==> src/rtl/uart_pkg.sv <==
// Shared types for the UART register bridge.
// Register offsets, CR/SR layouts and FSM states.
package uart_pkg;

  localparam logic [2:0] UART_CR_OFFSET    = 3'd0;
  localparam logic [2:0] UART_SR_OFFSET    = 3'd1;
  localparam logic [2:0] UART_DINL_OFFSET  = 3'd2;
  localparam logic [2:0] UART_DINH_OFFSET  = 3'd3;
  localparam logic [2:0] UART_DOUTL_OFFSET = 3'd4;
  localparam logic [2:0] UART_DOUTM_OFFSET = 3'd5;
  localparam logic [2:0] UART_DOUTH_OFFSET = 3'd6;

  typedef struct packed {
    logic rsvd;
    logic proto_err;
    logic result_ovf;
    logic sample_ovf;
    logic tx_fifo_full;
    logic tx_fifo_empty;
    logic rx_fifo_full;
    logic rx_fifo_empty;
  } uart_sr_t;

  typedef struct packed {
    logic clear;
    logic enable;
  } uart_cr_t;

  typedef enum logic [1:0] {
    S_CMD   = 2'd0,
    S_WDATA = 2'd1,
    S_RESP  = 2'd2
  } uart_state_e;

endpackage

==> src/rtl/sync_fifo.sv <==
// Single-clock FIFO, first-word fall-through.
// A push into a full FIFO succeeds only when a pop lands on the same edge.
module sync_fifo #(
  parameter int WIDTH = 8,
  parameter int DEPTH = 16
) (
  input  logic                     clk,
  input  logic                     rst_n,
  input  logic                     clr,
  input  logic                     push,
  input  logic                     pop,
  input  logic [WIDTH-1:0]         din,
  output logic [WIDTH-1:0]         dout,
  output logic                     full,
  output logic                     empty,
  output logic [$clog2(DEPTH):0]   count
);

  localparam int AW = $clog2(DEPTH);
  localparam int CW = AW + 1;

  logic [WIDTH-1:0] mem [DEPTH];
  logic [AW-1:0]    wr_ptr;
  logic [AW-1:0]    rd_ptr;
  logic [CW-1:0]    cnt;
  logic             do_push;
  logic             do_pop;

  assign full    = cnt == CW'(DEPTH);
  assign empty   = cnt == '0;
  assign do_pop  = pop && !empty;
  assign do_push = push && (!full || do_pop);
  assign dout    = mem[rd_ptr];
  assign count   = cnt;

  always_ff @(posedge clk or negedge rst_n) begin
    if (!rst_n) begin
      wr_ptr <= '0;
      rd_ptr <= '0;
      cnt    <= '0;
    end else if (clr) begin
      wr_ptr <= '0;
      rd_ptr <= '0;
      cnt    <= '0;
    end else begin
      if (do_push) wr_ptr <= wr_ptr + AW'(1);
      if (do_pop)  rd_ptr <= rd_ptr + AW'(1);
      cnt <= cnt + CW'(do_push) - CW'(do_pop);
    end
  end

  always_ff @(posedge clk or negedge rst_n) begin
    if (!rst_n) begin
      for (int i = 0; i < DEPTH; i++) mem[i] <= '0;
    end else if (do_push && !clr) begin
      mem[wr_ptr] <= din;
    end
  end

endmodule

==> src/rtl/uart_reg_bridge.sv <==
// Host command decoder between the UART byte link and the R-peak core.
// Assembles ECG samples from DINL/DINH and serves R-peak indices back.
module uart_reg_bridge
  import uart_pkg::*;
#(
  parameter int DATA_WIDTH        = 11,
  parameter int CTR_WIDTH         = 22,
  parameter int DATA_OFFSET       = 1024,
  parameter int SAMPLE_FIFO_DEPTH = 16,
  parameter int RESULT_FIFO_DEPTH = 8
) (
  input  logic                         clk,
  input  logic                         rst_n,
  input  logic [7:0]                   rx_data,
  input  logic                         rx_valid,
  output logic [7:0]                   tx_data,
  output logic                         tx_valid,
  input  logic                         tx_ready,
  output logic signed [DATA_WIDTH-1:0] sample_out,
  output logic                         sample_valid,
  input  logic                         sample_ready,
  input  logic [CTR_WIDTH-1:0]         rpeak_loc,
  input  logic                         rpeak_valid
);

  localparam int SCW = $clog2(SAMPLE_FIFO_DEPTH) + 1;
  localparam int RCW = $clog2(RESULT_FIFO_DEPTH) + 1;
  localparam logic [DATA_WIDTH-1:0] OFS = DATA_WIDTH'(DATA_OFFSET);

  uart_state_e state_q;
  uart_state_e state_d;
  uart_cr_t    cr_q;
  uart_sr_t    sr;

  logic [2:0]  addr_q;
  logic [2:0]  cmd_addr;
  logic [7:0]  dinl_q;
  logic [7:0]  tx_data_q;
  logic [7:0]  rd_byte;
  logic [23:0] head;
  logic        head_vld;
  logic        pop_pend_q;
  logic        proto_err_q;
  logic        result_ovf_q;
  logic        sample_ovf_q;

  logic        cmd_ok;
  logic        cmd_fire;
  logic        rd_latch;
  logic        wr_fire;
  logic        hs;
  logic        proto_set;
  logic        cr_we;
  logic        dinl_we;
  logic        sample_push;
  logic        sample_pop;
  logic        result_pop;
  logic        s_ovf_set;
  logic        r_ovf_set;

  logic [DATA_WIDTH-1:0] code;
  logic [DATA_WIDTH-1:0] s_head;
  logic [CTR_WIDTH-1:0]  r_head;
  logic                  s_full;
  logic                  s_empty;
  logic                  r_full;
  logic                  r_empty;
  logic [SCW-1:0]        s_count;
  logic [RCW-1:0]        r_count;

  assign cmd_ok   = rx_data[7:4] == 4'h0;
  assign cmd_addr = rx_data[3:1];
  assign code     = DATA_WIDTH'({rx_data, dinl_q});
  assign tx_data  = tx_data_q;

  sync_fifo #(
    .WIDTH (DATA_WIDTH),
    .DEPTH (SAMPLE_FIFO_DEPTH)
  ) u_sample_fifo (
    .clk   (clk),
    .rst_n (rst_n),
    .clr   (cr_q.clear),
    .push  (sample_push),
    .pop   (sample_pop),
    .din   (code - OFS),
    .dout  (s_head),
    .full  (s_full),
    .empty (s_empty),
    .count (s_count)
  );

  sync_fifo #(
    .WIDTH (CTR_WIDTH),
    .DEPTH (RESULT_FIFO_DEPTH)
  ) u_result_fifo (
    .clk   (clk),
    .rst_n (rst_n),
    .clr   (cr_q.clear),
    .push  (rpeak_valid),
    .pop   (result_pop),
    .din   (rpeak_loc),
    .dout  (r_head),
    .full  (r_full),
    .empty (r_empty),
    .count (r_count)
  );

  always_ff @(posedge clk or negedge rst_n) begin
    if (!rst_n) state_q <= S_CMD;
    else        state_q <= state_d;
  end

  always_comb begin
    state_d = state_q;
    unique case (state_q)
      S_CMD:   if (rx_valid && cmd_ok)
                 state_d = rx_data[0] ? S_WDATA : S_RESP;
      S_WDATA: if (rx_valid) state_d = S_CMD;
      S_RESP:  if (tx_ready) state_d = S_CMD;
      default: state_d = S_CMD;
    endcase
  end

  always_comb begin
    tx_valid     = state_q == S_RESP;
    hs           = tx_valid && tx_ready;
    cmd_fire     = state_q == S_CMD && rx_valid && cmd_ok;
    rd_latch     = cmd_fire && !rx_data[0];
    wr_fire      = state_q == S_WDATA && rx_valid;
    cr_we        = wr_fire && addr_q == UART_CR_OFFSET;
    dinl_we      = wr_fire && addr_q == UART_DINL_OFFSET;
    sample_push  = wr_fire && addr_q == UART_DINH_OFFSET
                   && cr_q.enable;
    proto_set    = rx_valid && ((state_q == S_CMD && !cmd_ok)
                   || state_q == S_RESP);
    result_pop   = hs && pop_pend_q;
    sample_valid = s_count != '0 && cr_q.enable;
    sample_pop   = sample_valid && sample_ready;
    s_ovf_set    = sample_push && s_full && !sample_pop;
    r_ovf_set    = rpeak_valid && r_full && !result_pop;
    sample_out   = sample_valid ? s_head : '0;
  end

  // A read landing on the clear cycle sees the FIFO as already flushed
  always_comb begin
    head_vld         = r_count != '0 && !cr_q.clear;
    head             = head_vld ? 24'(r_head) : 24'h0;
    sr.rsvd          = 1'b0;
    sr.proto_err     = proto_err_q;
    sr.result_ovf    = result_ovf_q;
    sr.sample_ovf    = sample_ovf_q;
    sr.tx_fifo_full  = r_full;
    sr.tx_fifo_empty = r_empty;
    sr.rx_fifo_full  = s_full;
    sr.rx_fifo_empty = s_empty;
    rd_byte          = 8'h00;
    unique case (1'b1)
      cmd_addr == UART_CR_OFFSET:    rd_byte = {6'b0, cr_q};
      cmd_addr == UART_SR_OFFSET:    rd_byte = sr;
      cmd_addr == UART_DOUTL_OFFSET: rd_byte = head[7:0];
      cmd_addr == UART_DOUTM_OFFSET: rd_byte = head[15:8];
      cmd_addr == UART_DOUTH_OFFSET: rd_byte = head[23:16];
      default:                       rd_byte = 8'h00;
    endcase
  end

  always_ff @(posedge clk or negedge rst_n) begin
    if (!rst_n) begin
      addr_q       <= '0;
      cr_q.clear   <= 1'b0;
      cr_q.enable  <= 1'b1;
      dinl_q       <= '0;
      tx_data_q    <= '0;
      pop_pend_q   <= 1'b0;
      proto_err_q  <= 1'b0;
      result_ovf_q <= 1'b0;
      sample_ovf_q <= 1'b0;
    end else begin
      if (cmd_fire) addr_q <= cmd_addr;
      if (rd_latch) begin
        tx_data_q  <= rd_byte;
        pop_pend_q <= cmd_addr == UART_DOUTH_OFFSET && head_vld;
      end
      cr_q.clear <= cr_we && rx_data[1];
      if (cr_we)   cr_q.enable <= rx_data[0];
      if (dinl_we) dinl_q <= rx_data;
      if (cr_q.clear) begin
        proto_err_q  <= 1'b0;
        result_ovf_q <= 1'b0;
        sample_ovf_q <= 1'b0;
      end else begin
        if (proto_set) proto_err_q  <= 1'b1;
        if (r_ovf_set) result_ovf_q <= 1'b1;
        if (s_ovf_set) sample_ovf_q <= 1'b1;
      end
    end
  end

endmodule

==> config.mk <==
export PLATFORM = sky130hd
export DESIGN_NAME = uart_reg_bridge
export DESIGN_NICKNAME = d
export VERILOG_FILES = /design/src/rtl/uart_pkg.sv /design/src/rtl/sync_fifo.sv /design/src/rtl/uart_reg_bridge.sv
export SDC_FILE = /design/constraint.sdc
export NUM_CORES = 1
export LEC_CHECK = 0
export ABC_AREA = 1
export ABC_CLOCK_PERIOD_IN_PS = 7770
export CAP_MARGIN = 20
export CORE_UTILIZATION = 30
export CTS_CLUSTER_SIZE = 30
export DETAILED_ROUTE_END_ITERATION = 8
export GPL_TIMING_DRIVEN = 0
export SLEW_MARGIN = 15
export SYNTH_ARGS = -nofsm -noshare
export SYNTH_HDL_FRONTEND = slang
export SYNTH_HIERARCHICAL = 1
export SYNTH_SLANG_ARGS = --single-unit
==> constraint.sdc <==
create_clock -name clk -period 7.77 [get_ports clk]
set_input_delay 1.1655 -clock clk [delete_from_list [all_inputs] [get_ports clk]]
set_output_delay 1.1655 -clock clk [all_outputs]
set_load 0.02 [all_outputs]
==> results by group, run 1 <==
Route
  – DR vias/cell: 4.86
  – Vias post-DR: 19039
  – Total iterations of the first detailed-routing run: 6
  – DRC Markers: 0
  – Detailed Route Iter0 Violations: 1783
  – Post-Route WL: 67600 um
  – Routed len/inst: 17.2 um
  – Final ANT Viol Nets: 0

Synth
  – Largest family of logic cells by synthesized area: simple AND/OR/NAND/NOR gates
  – Post-Synth Simple-Gate Area: 38.2%
  – Seq cells post-synth: 402
  – Xor-xnor portion of the synthesized cell area: 0.250%
  – Synth Cell Area: 21000 um2
  – Adder-cell share of the synthesized area: 1.32%
  – Multiplexer share of the synthesized area: 0.0477%
  – Synth Net Count: 2928
  – Yosys warnings: 6
  – Sequential area share after synthesis: 47.9%
  – Syn Area/Cell: 7.31 um2
  – Synth cell types: 39
  – Compound-Gate Fraction of Synth Area: 4.74%
  – Gate Count Post-Synth: 2871

Die
  – Die Wd: 267 um
  – Rows: 96
  – Initial Util: 30.5%
  – Die area: 71100 um2
  – Top Ports: 57
  – Die Y: 267 um
  – Core area: 68900 um2

Clocking
  – H-tree Lvls: 2
  – Clk pin slew, worst setup/hold paths: 0.06 ns
  – CTS Buf Count: 44
  – CTS Buffer Depth: 3
  – TritonCTS clock tree: done
  – Worst skew pair latency: 0.58 ns
  – # resized after CTS: 0
  – Clk sinks: 402
  – Post-CTS Setup Inserts: 0
  – CTS root buf: clkbuf_16
  – Hold buffer count at cts: 0

Worst setup path
  – Critical path data required time: 6.60 ns
  – Critical path launch point: u_sample_fifo/rd_ptr[1]
  – Critical path destination: sample_out[8]
  – CP peak stage delay: 0.61 ns
  – Worst R2R Start: cr_q[0]
  – Crit Path Category: reg2out
  – R2R cell count: 17
  – Crit Path Max Fanout: 10
  – R2R setup slack: 4.61 ns
  – Cells along the critical path: buf_2, inv_2, buf_1, nand2_1, nand3_1, nand3_1, nand2_1, inv_1, nor2_1, clkdlybuf4s50_1
  – Reg-to-Reg End: u_sample_fifo/count[4]
  – Crit path max-delay cell type: clkdlybuf4s50_1
  – Crit start category: register
  – Critical path data arrival time: 3.24 ns
  – CP endpoint kind: output pin

Power
  – Peak supply drop: 0.217 mV
  – Pleak: 12.5 nW
  – PD cells: 314 nW/um2
  – Post-route total power: 7.60 mW

Placed design
  – IO buf count: 33
  – Placer congestion estimate: 0.930
  – DP HPWL: 48600 um

Layout
  – Fin nets: 3011
  – Most frequent cells in the layout: nand2_1, dfrtp_1, nor2_1
  – Most common cell after layout, fill and taps aside: nand2_1
  – Layout cells sized above 1: 7.86%
  – ANT cells: 0
  – Layout area overhead: 15.1%

Global route
  – Vias in the first global route: 18486
  – M3 GR Usage: 3.50%
  – Gr busiest metal: met2
  – GR Layer Usage met2: 30.7%
  – First-pass GRT wire length: 106000 um
  – GR Util All Layers: 19.1%
  – Largest net degree at the start of global routing: 92
  – Initial antenna violation count: 3
  – Met1 GRT Util: 25.7%
  – GRT Residual Overflow: 0

STA
  – Setup violators final: 0
  – Slew headroom: 32.8%
  – Hold WS: 0.471 ns
  – Unrepaired setup endpoints after global routing: no
  – Period utilization: 56.7%
  – Min Tclk post-route: 4.41 ns
  – Worst Max-Slew Pin Slew: 1.01 ns
  – Max Fclk: 0.227 GHz
  – Hold Vio Cnt, Final: 0
  – Clock skew: 0.0138 ns
  – Slew Limit Fails: 0

Status
  – Outcome: finished clean

Run
  – Max cap viols: 0

Hold path
  – Worst Hold Class: reg2reg
-- worst min-delay path by stage --
| stage | end | slack [ns] | cells after the start | from |
|---|---|---|---|---|
| floorplan | u_sample_fifo/mem[134] | 0.44 | 2 | u_sample_fifo/mem[134] |
| global placement | u_sample_fifo/mem[44] | 0.46 | 2 | u_sample_fifo/mem[44] |
| detailed placement | u_sample_fifo/mem[88] | 0.46 | 2 | u_sample_fifo/mem[88] |
| CTS | u_sample_fifo/mem[49] | 0.48 | 2 | u_sample_fifo/mem[49] |
| global route | u_result_fifo/mem[7] | 0.49 | 2 | u_result_fifo/mem[7] |
| finish | u_sample_fifo/mem[97] | 0.47 | 2 | u_sample_fifo/mem[97] |
-- cells in the mapped netlist --
library cell | n | area share [%]
nand3_1 | 117 | 2.8
nor3_1 | 2 | 0.048
buf_1 | 22 | 0.39
clkbuf_1 | 96 | 1.7
nor2_1 | 237 | 4.2
inv_1 | 111 | 2.0
nand2_4 | 1 | 0.054
mux2i_1 | 1 | 0.048
ha_1 | 19 | 1.1
inv_2 | 8 | 0.14
o22ai_1 | 1 | 0.030
nor2_2 | 2 | 0.060
a21oi_2 | 1 | 0.042
buf_12 | 1 | 0.095
nand4_2 | 1 | 0.060
and2_1 | 1 | 0.030
a21oi_1 | 15 | 0.36
nand2_2 | 2 | 0.060
nor2_4 | 10 | 0.54
buf_2 | 69 | 1.6
nor3_4 | 1 | 0.077
clkbuf_2 | 20 | 0.48
nand3_4 | 1 | 0.083
dfstp_2 | 1 | 0.13
nand2_1 | 1288 | 23
o21ai_2 | 2 | 0.083
o21ai_0 | 169 | 4.0
nand4_1 | 219 | 6.5
buf_4 | 15 | 0.54
nor4_1 | 2 | 0.060
dfrtp_1 | 401 | 48
buf_6 | 10 | 0.54
nand4_4 | 1 | 0.10
nand3b_1 | 1 | 0.036
xor2_1 | 6 | 0.25
fa_1 | 2 | 0.19
nor3_2 | 9 | 0.43
o211ai_1 | 4 | 0.14
a31oi_1 | 2 | 0.060
-- area by class of cell --
class	instances	area, um2
clock buffer	62	1310
inverter	119	447
clock inverter	18	250
timing repair buffer	37	445
buffer	233	1130
fill	7383	44800
tap	931	1160
sequential	402	10100
multi-input combinational	2117	9360
-- power by group --
group | total [mW] | switching [mW] | internal [mW] | leakage (nW)
clock network | 2.28 | 0.901 | 1.37 | 0.776
logic | 2.44 | 1.66 | 0.778 | 6.43
registers | 2.88 | 0.294 | 2.59 | 5.29
total | 7.60 | 2.86 | 4.74 | 12.5
-- registers in the layout, indices dropped and copies added (netlist names) --
name / flops
result_ovf_q: 1
proto_err_q: 1
u_sample_fifo/mem: 176
u_sample_fifo/wr_ptr: 4
u_sample_fifo/rd_ptr: 4
u_result_fifo/rd_ptr: 3
tx_data: 8
dinl_q: 8
pop_pend_q: 1
cr_q: 2
u_result_fifo/mem: 176
u_result_fifo/wr_ptr: 3
addr_q: 3
u_result_fifo/count: 4
u_sample_fifo/count: 5
state_q: 2
sample_ovf_q: 1
-- logic make-up after synthesis --
| group | count (synthesis) |
|---|---|
| AO/OA/AOI/OAI | 194 |
| XOR/XNOR | 6 |
| adder cells (fa/ha/maj) | 21 |
| buffers and inverters | 352 |
| flip-flops | 402 |
| multiplexers | 1 |
| AND/OR/NAND/NOR | 1895 |
-- stage by stage --
step / instances / instance area, um2 / setup WS (ns) / TNS, ns / utilization [%]
detailed placement: 3839 / 22600 / 3.40 / 0 / 32.8
global placement: 3835 / 22500 / -13.16 / -5251.77 / 32.6
finish: 3919 / 24200 / 3.36 / 0 / 35.1
global route: 3919 / 24200 / 3.24 / 0 / 35.1
CTS: 3919 / 24200 / 3.39 / 0 / 35.1
floorplan: 2871 / 21000 / 4.49 / 0 / -
-- per-layer routing --
| layer | part of all wire (%) | up-vias | wire length, um |
|---|---|---|---|
| met5 | 0.038 | - | 26 |
| met4 | 3.2 | 4 | 2160 |
| met3 | 6.8 | 126 | 4620 |
| met2 | 46 | 591 | 30900 |
| met1 | 44 | 8982 | 29800 |
| li1 | - | 9336 | - |
-- critical path: cells and delay by family, from the launching register on --
family | cells | cell delay (ns)
flops | 1 | 0.38
buf+inv | 5 | 1.61
simple gates | 5 | 0.66
(Power assumes the default switching activity.)
==> run 2: changes to the inputs <==
--- a/config.mk
+++ b/config.mk
@@ -6,7 +6,7 @@
 export NUM_CORES = 1
 export LEC_CHECK = 0
 export ABC_AREA = 1
-export ABC_CLOCK_PERIOD_IN_PS = 7770
+export ABC_CLOCK_PERIOD_IN_PS = 3700
 export CAP_MARGIN = 20
 export CORE_UTILIZATION = 30
 export CTS_CLUSTER_SIZE = 30
==> constraint.sdc (replaced) <==
create_clock -name clk -period 3.7 [get_ports clk]
set_input_delay 0.555 -clock clk [delete_from_list [all_inputs] [get_ports clk]]
set_output_delay 0.555 -clock clk [all_outputs]
set_load 0.02 [all_outputs]
==> results by group, run 2 (same netlist as run 1, synthesis figures left out) <==
Status
  – Outcome: finished clean (unchanged)

Placed design
  – Placer congestion estimate: 0.930 (unchanged)
  – Cells after DPL: 3839 (unchanged)
  – Area post-placement: 22600 um2 (unchanged)
  – DP HPWL: 48600 um (unchanged)
  – IO buf count: 33 (unchanged)
  – DP Worst Slack: -0.0643 ns (was 3.40 ns)

Die
  – Top Ports: 57 (unchanged)
  – Rows: 96 (unchanged)
  – Die Y: 267 um (unchanged)
  – Die area: 71100 um2 (unchanged)
  – Initial Util: 30.5% (unchanged)
  – Core area: 68900 um2 (unchanged)
  – Die Wd: 267 um (unchanged)

Route
  – Vias post-DR: 19024 (was 19039)
  – DRC Markers: 0 (unchanged)
  – DR vias/cell: 4.85 (was 4.86)
  – Detailed Route Iter0 Violations: 1785 (was 1783)
  – Post-Route WL: 67500 um (was 67600 um)
  – Routed len/inst: 17.2 um (about the same)
  – Final ANT Viol Nets: 0 (unchanged)
  – Total iterations of the first detailed-routing run: 5 (was 6)

Global route
  – GR Util All Layers: 19.1% (about the same)
  – Largest net degree at the start of global routing: 92 (unchanged)
  – First-pass GRT wire length: 106000 um (about the same)
  – Vias in the first global route: 18500 (was 18486)
  – GRT Residual Overflow: 0 (unchanged)
  – Initial antenna violation count: 3 (unchanged)

Layout
  – ANT cells: 0 (unchanged)
  – Most frequent cells in the layout: nand2_1, dfrtp_1, nor2_1 (unchanged)
  – Final core utilization: 35.1% (about the same)
  – Top flop regs: u_result_fifo/mem x176, u_sample_fifo/mem x176 (unchanged)
  – Fin nets: 3012 (was 3011)
  – Layout cells sized above 1: 8.06% (was 7.86%)
  – Final Non-Filler Cells: 3920 (was 3919)
  – Fin area: 24200 um2 (about the same)
  – Most common cell after layout, fill and taps aside: nand2_1 (unchanged)
  – Layout area overhead: 15.3% (was 15.1%)

STA
  – Setup violators final: 0 (unchanged)
  – Slew Limit Fails: 0 (unchanged)
  – Clock skew: 0.0132 ns (was 0.0138 ns)
  – Setup TNS: 0 ns (unchanged)
  – Min Tclk post-route: 3.59 ns
  – Final WS setup: 0.110 ns (was 3.36 ns)
  – Max Fclk: 0.279 GHz
  – Slew headroom: 32.5% (was 32.8%)
  – Unrepaired setup endpoints after global routing: yes (was no)
  – Period utilization: 97.0%
  – Worst Max-Slew Pin Slew: 1.01 ns (about the same)
  – Hold Vio Cnt, Final: 0 (unchanged)
  – Hold WS: 0.368 ns (was 0.471 ns)

Worst setup path
  – Cells along the critical path: inv_1, clkbuf_1, o21ai_0, nand3_1, nand3_1, nand2_1, inv_1, nor2_1, clkdlybuf4s50_1 (was buf_2, inv_2, buf_1, nand2_1, nand3_1, nand3_1, nand2_1, inv_1, nor2_1, clkdlybuf4s50_1)
  – Family with the most delay on the worst path: buffers and inverters (unchanged)
  – WP buf/inv: 4 (was 5)
  – Critical path data required time: 3.14 ns (was 6.60 ns)
  – Crit Path Max Fanout: 10 (unchanged)
  – Critical path data arrival time: 3.04 ns (was 3.24 ns)
  – Crit Path Category: reg2out (unchanged)
  – Crit path max-delay cell type: clkdlybuf4s50_1 (unchanged)
  – CP peak stage delay: 0.62 ns (was 0.61 ns)
  – CP endpoint kind: output pin (unchanged)
  – Crit start category: register (unchanged)

Power
  – Post-route total power: 16.0 mW (was 7.60 mW)
  – Pleak: 12.6 nW (was 12.5 nW)
  – Peak supply drop: 0.455 mV (was 0.217 mV)
  – PD cells: 659 nW/um2 (was 314 nW/um2)

Hold path
  – Worst Hold Class: in2reg (was reg2reg)

Clocking
  – TritonCTS clock tree: done (unchanged)
  – Post-CTS Setup Inserts: 0 (unchanged)
  – Clk sinks: 402 (unchanged)
  – CTS root buf: clkbuf_16 (unchanged)
  – H-tree Lvls: 2 (unchanged)
  – Clk pin slew, worst setup/hold paths: 0.06 ns (about the same)
  – CTS Buf Count: 44 (unchanged)
  – CTS Buffer Depth: 3 (unchanged)
  – Worst skew pair latency: 0.58 ns (about the same)

Run
  – Max cap viols: 0 (unchanged)
==> run 2: cell count changes in the layout (fill, tap and decap cells not counted) <==
cell / before / now
buf_4: 15 / 18
clkbuf_2: 20 / 25
buf_1: 22 / 20
dlymetal6s2s_1: 0 / 6
clkdlybuf4s50_1: 32 / 26
clkbuf_4: 0 / 3
buf_2: 69 / 64
clkbuf_1: 101 / 97
dlygate4sd3_1: 0 / 1
==> run 2: cell type report <==
class | instances | area (um2)
Tap cell | 931 | 1160
Clock inverter | 18 | 250
Clock buffer | 62 | 1310
Fill cell | 7387 | 44700
Timing Repair Buffer | 38 | 470
Buffer | 233 | 1160
Sequential cell | 402 | 10100
Multi-Input combinational cell | 2117 | 9360
Inverter | 119 | 447
==> run 2: what timing repair did <==
item / in CTS / in global routing
cloned: 0 / 0
hold buffers: 1 / 0
hold endpoints to repair: 17 / 0
gates resized for setup: 4 / 18
setup endpoints to repair: 10 / 11
pin swaps: 0 / 0
==> run 2: layer usage <==
layer	GRT usage, %	wire length (um)	part of all wire (%)
met5	0	26	0.039
met4	6.80	2220	3.3
met1	25.7	29700	44
met2	30.7	30900	46
met3	3.50	4680	6.9
==> run 2: final timing paths <==
kind                                               from                      to  slack [ns]  cells past startpoint
worst min-delay path                       rpeak_loc[9]   u_result_fifo/mem[31]        0.37                      3
max in group asynchronous                         rst_n   u_result_fifo/mem[16]        1.41                      5
worst max register to register                  cr_q[0]  u_sample_fifo/count[4]        0.54                     17
worst max-delay path            u_sample_fifo/rd_ptr[0]          sample_out[10]        0.11                      9
worst min register to register    u_sample_fifo/mem[97]   u_sample_fifo/mem[97]        0.47                      2
min in group asynchronous                         rst_n  u_sample_fifo/mem[160]        0.59                      2
==> run 2: worst min-delay path, cell delays in order <==
cell,delay [ns]
clkbuf_2,0.18
nand4_1,0.13
nand2_1,0.04
==> run 2: report_power, final <==
group          internal, mW  leakage (nW)  switching [mW]  total [mW]
registers              5.43          5.29           0.616        6.05
logic                  1.65          6.54            3.50        5.15
clock network          2.89         0.776            1.89        4.77
total                  9.97          12.6            6.00        16.0
==> run 3: changes to the inputs <==
--- a/config.mk
+++ b/config.mk
@@ -8,10 +8,11 @@
 export ABC_AREA = 1
 export ABC_CLOCK_PERIOD_IN_PS = 3700
 export CAP_MARGIN = 20
-export CORE_UTILIZATION = 30
+export CORE_UTILIZATION = 45
 export CTS_CLUSTER_SIZE = 30
 export DETAILED_ROUTE_END_ITERATION = 8
 export GPL_TIMING_DRIVEN = 0
+export RECOVER_POWER = 100
 export SLEW_MARGIN = 15
 export SYNTH_ARGS = -nofsm -noshare
 export SYNTH_HDL_FRONTEND = slang
==> results by group, run 3 (same netlist as run 1, synthesis figures left out) <==
Worst setup path
  – CP most frequent cell: nand2_1
  – Crit start category: register (unchanged)
  – Worst R2R Start: state_q[1] (was cr_q[0])
  – CP peak stage delay: 0.61 ns (was 0.62 ns)
  – Crit Path Category: reg2out (unchanged)
  – Critical path launch point: u_sample_fifo/rd_ptr[0] (unchanged)
  – Crit path max-delay cell type: clkdlybuf4s50_1 (unchanged)
  – Crit Path Max Fanout: 10 (unchanged)
  – Critical path data arrival time: 3.05 ns (was 3.04 ns)
  – Critical path data required time: 3.14 ns (about the same)
  – R2R cell count: 18 (was 17)
  – CP endpoint kind: output pin (unchanged)
  – Cells along the critical path: inv_1, clkbuf_4, clkbuf_4, nand2_1, nand2_1, nand2_1, nand3_1, nand3_1, nand2_1, inv_1, nor2_1, clkdlybuf4s50_1 (was inv_1, clkbuf_1, o21ai_0, nand3_1, nand3_1, nand2_1, inv_1, nor2_1, clkdlybuf4s50_1)

STA
  – Period utilization: 97.4% (was 97.0%)
  – Clock skew: 0.0161 ns (was 0.0132 ns)
  – Setup violators final: 0 (unchanged)
  – Unrepaired setup endpoints after global routing: no (was yes)
  – Max Fclk: 0.278 GHz (was 0.279 GHz)
  – Hold WS: 0.375 ns (was 0.368 ns)
  – Hold Vio Cnt, Final: 0 (unchanged)
  – Slew Limit Fails: 97 (was 0)
  – Slew headroom: -60.3% (was 32.5%)
  – Min Tclk post-route: 3.60 ns (was 3.59 ns)
  – Worst Max-Slew Pin Slew: 2.40 ns (was 1.01 ns)

Die
  – Rows: 78 (was 96)
  – Die area: 47500 um2 (was 71100 um2)
  – Die Wd: 218 um (was 267 um)
  – Initial Util: 46.0% (was 30.5%)
  – Top Ports: 57 (unchanged)
  – Core area: 45700 um2 (was 68900 um2)
  – Die Y: 218 um (was 267 um)

Route
  – Vias post-DR: 19700 (was 19024)
  – Met2 routed WL: 33700 um (was 30900 um)
  – Final ANT Viol Nets: 0 (unchanged)
  – Detailed Route Iter0 Violations: 2045 (was 1785)
  – Post-Route WL: 70700 um (was 67500 um)
  – Total iterations of the first detailed-routing run: 6 (was 5)
  – DR vias/cell: 5.49 (was 4.85)
  – DRC Markers: 0 (unchanged)
  – WL met3: 4100 um (was 4680 um)
  – Top Metal Used: met4 (was met5)
  – Routed len/inst: 19.7 um (was 17.2 um)
  – WL met1: 28100 um (was 29700 um)

Layout
  – ANT cells: 0 (unchanged)
  – Top flop regs: u_result_fifo/mem x176, u_sample_fifo/mem x176 (unchanged)
  – Layout cells sized above 1: 6.06% (was 8.06%)
  – Most frequent cells in the layout: nand2_1, dfrtp_1, nor2_1 (unchanged)
  – Most common cell after layout, fill and taps aside: nand2_1 (unchanged)
  – Fin nets: 3014 (was 3012)
  – Layout area overhead: 11.1% (was 15.3%)
  – Final core utilization: 51.1% (was 35.1%)

Hold path
  – Worst Hold Launch: rpeak_loc[8] (was rpeak_loc[9])
  – Worst hold path depth: 3 (unchanged)
  – Worst Hold Class: in2reg (unchanged)

Power
  – Sequential power share: 38.7% (was 37.9%)
  – P_sw: 6.11 mW (was 6.00 mW)
  – Int Pwr: 9.55 mW (was 9.97 mW)
  – Peak supply drop: 0.411 mV (was 0.455 mV)
  – Switching share of power: 39.0% (was 37.6%)
  – Clock power frac: 27.7% (was 29.9%)
  – Pleak: 12.3 nW (was 12.6 nW)
  – PD cells: 671 nW/um2 (was 659 nW/um2)
  – Comb pwr share: 33.6% (was 32.2%)

Run
  – Max cap viols: 1 (was 0)

Placed design
  – IO buf count: 33 (unchanged)
  – DP HPWL: 50600 um (was 48600 um)
  – Placer congestion estimate: 0.962 (was 0.930)

Global route
  – Initial antenna violation count: 0 (was 3)
  – Vias in the first global route: 19159 (was 18500)
  – First-pass GRT wire length: 110000 um (was 106000 um)
  – Largest net degree at the start of global routing: 100 (was 92)
  – GRT Residual Overflow: 0 (unchanged)
  – GR Util All Layers: 30.2% (was 19.1%)

Clocking
  – CTS Buf Count: 46 (was 44)
  – CTS root buf: clkbuf_16 (unchanged)
  – H-tree Lvls: 2 (unchanged)
  – Post-CTS Setup Inserts: 0 (unchanged)
  – Clk sinks: 402 (unchanged)
  – CTS Buffer Depth: 3 (unchanged)
  – Clk pin slew, worst setup/hold paths: 0.06 ns (about the same)
  – TritonCTS clock tree: done (unchanged)
  – Worst skew pair latency: 0.59 ns (was 0.58 ns)

Status
  – Outcome: finished, violations left (was finished clean)
  – Failing checks: capacitance limit, slew limit
==> run 3: cell count changes in the layout (fill, tap and decap cells not counted), sizes merged, moves of 5 or more <==
| cell | before | now |
|---|---|---|
| buf | 118 | 74 |
| bufinv | 6 | 0 |
| clkbuf | 182 | 236 |
| clkdlybuf4s50 | 26 | 16 |
| dlygate4sd3 | 1 | 13 |
| dlymetal6s2s | 6 | 1 |
==> run 3: worst max-delay path, delay by kind of cell, from the launching register on <==
kind,cells,cell delay (ns)
simple gates,7,0.73
buf+inv,5,1.33
flops,1,0.42
==> run 3: timing repair <==
item | in CTS | in global routing
resized for setup | 3 | 21
endpoints found under the hold margin | 41 | 0
hold buffers | 1 | 0
endpoints found under the setup margin | 6 | 11
==> run 3: layout make-up <==
type,instances,area (um2)
clock inverter,10,56.3
multi-input combinational,2117,9270
fill,4628,22300
tap,600,751
sequential,402,10100
clock buffer,69,1350
inverter,119,447
timing repair buffer,38,380
buffer,233,1030
==> run 3: power groups by stage <==
stage / clock network (mW) / registers (mW) / logic, mW
2_1_floorplan: 0 / 5.96 / 3.33
3_3_place_gp: 0 / 6.11 / 5.12
3_5_place_dp: 0 / 6.11 / 5.21
4_1_cts: 4.44 / 6.05 / 5.24
5_1_grt: 4.60 / 6.17 / 5.79
6_report: 4.34 / 6.06 / 5.25
==> run 3: routing by layer <==
| metal | track usage (%) | vias to the layer above |
|---|---|---|
| met3 | 3.51 | 217 |
| met2 | 50.5 | 730 |
| met4 | 19.1 | 0 |
| met1 | 37.2 | 9432 |
| met5 | 0 | - |
| li1 | - | 9321 |
==> run 3: final timing paths <==
check	to	slack, ns
min in group asynchronous	u_sample_fifo/mem[168]	0.45
hold reg to reg	tx_data[7]	0.47
setup / recovery	sample_out[4]	0.1
hold / removal	u_result_fifo/mem[52]	0.38
max in group asynchronous	u_sample_fifo/mem[78]	0.58
setup reg to reg	u_sample_fifo/count[4]	0.41
==> run 3: through the flow <==
step | instances | total power, mW | setup TNS (ns) | cell area [um2] | setup slack, ns
6_report | 3588 | 15.7 | 0 | 23300 | 0.0980
2_1_floorplan | 2871 | 9.30 | 0 | 21000 | 1.03
3_5_place_dp | 3508 | 11.3 | 0 | 22200 | 0.0272
5_1_grt | 3588 | 16.6 | 0 | 23300 | 0.00361
3_3_place_gp | 3504 | 11.2 | -6508.15 | 22100 | -16.28
4_1_cts | 3588 | 15.7 | 0 | 23600 | 0.00895
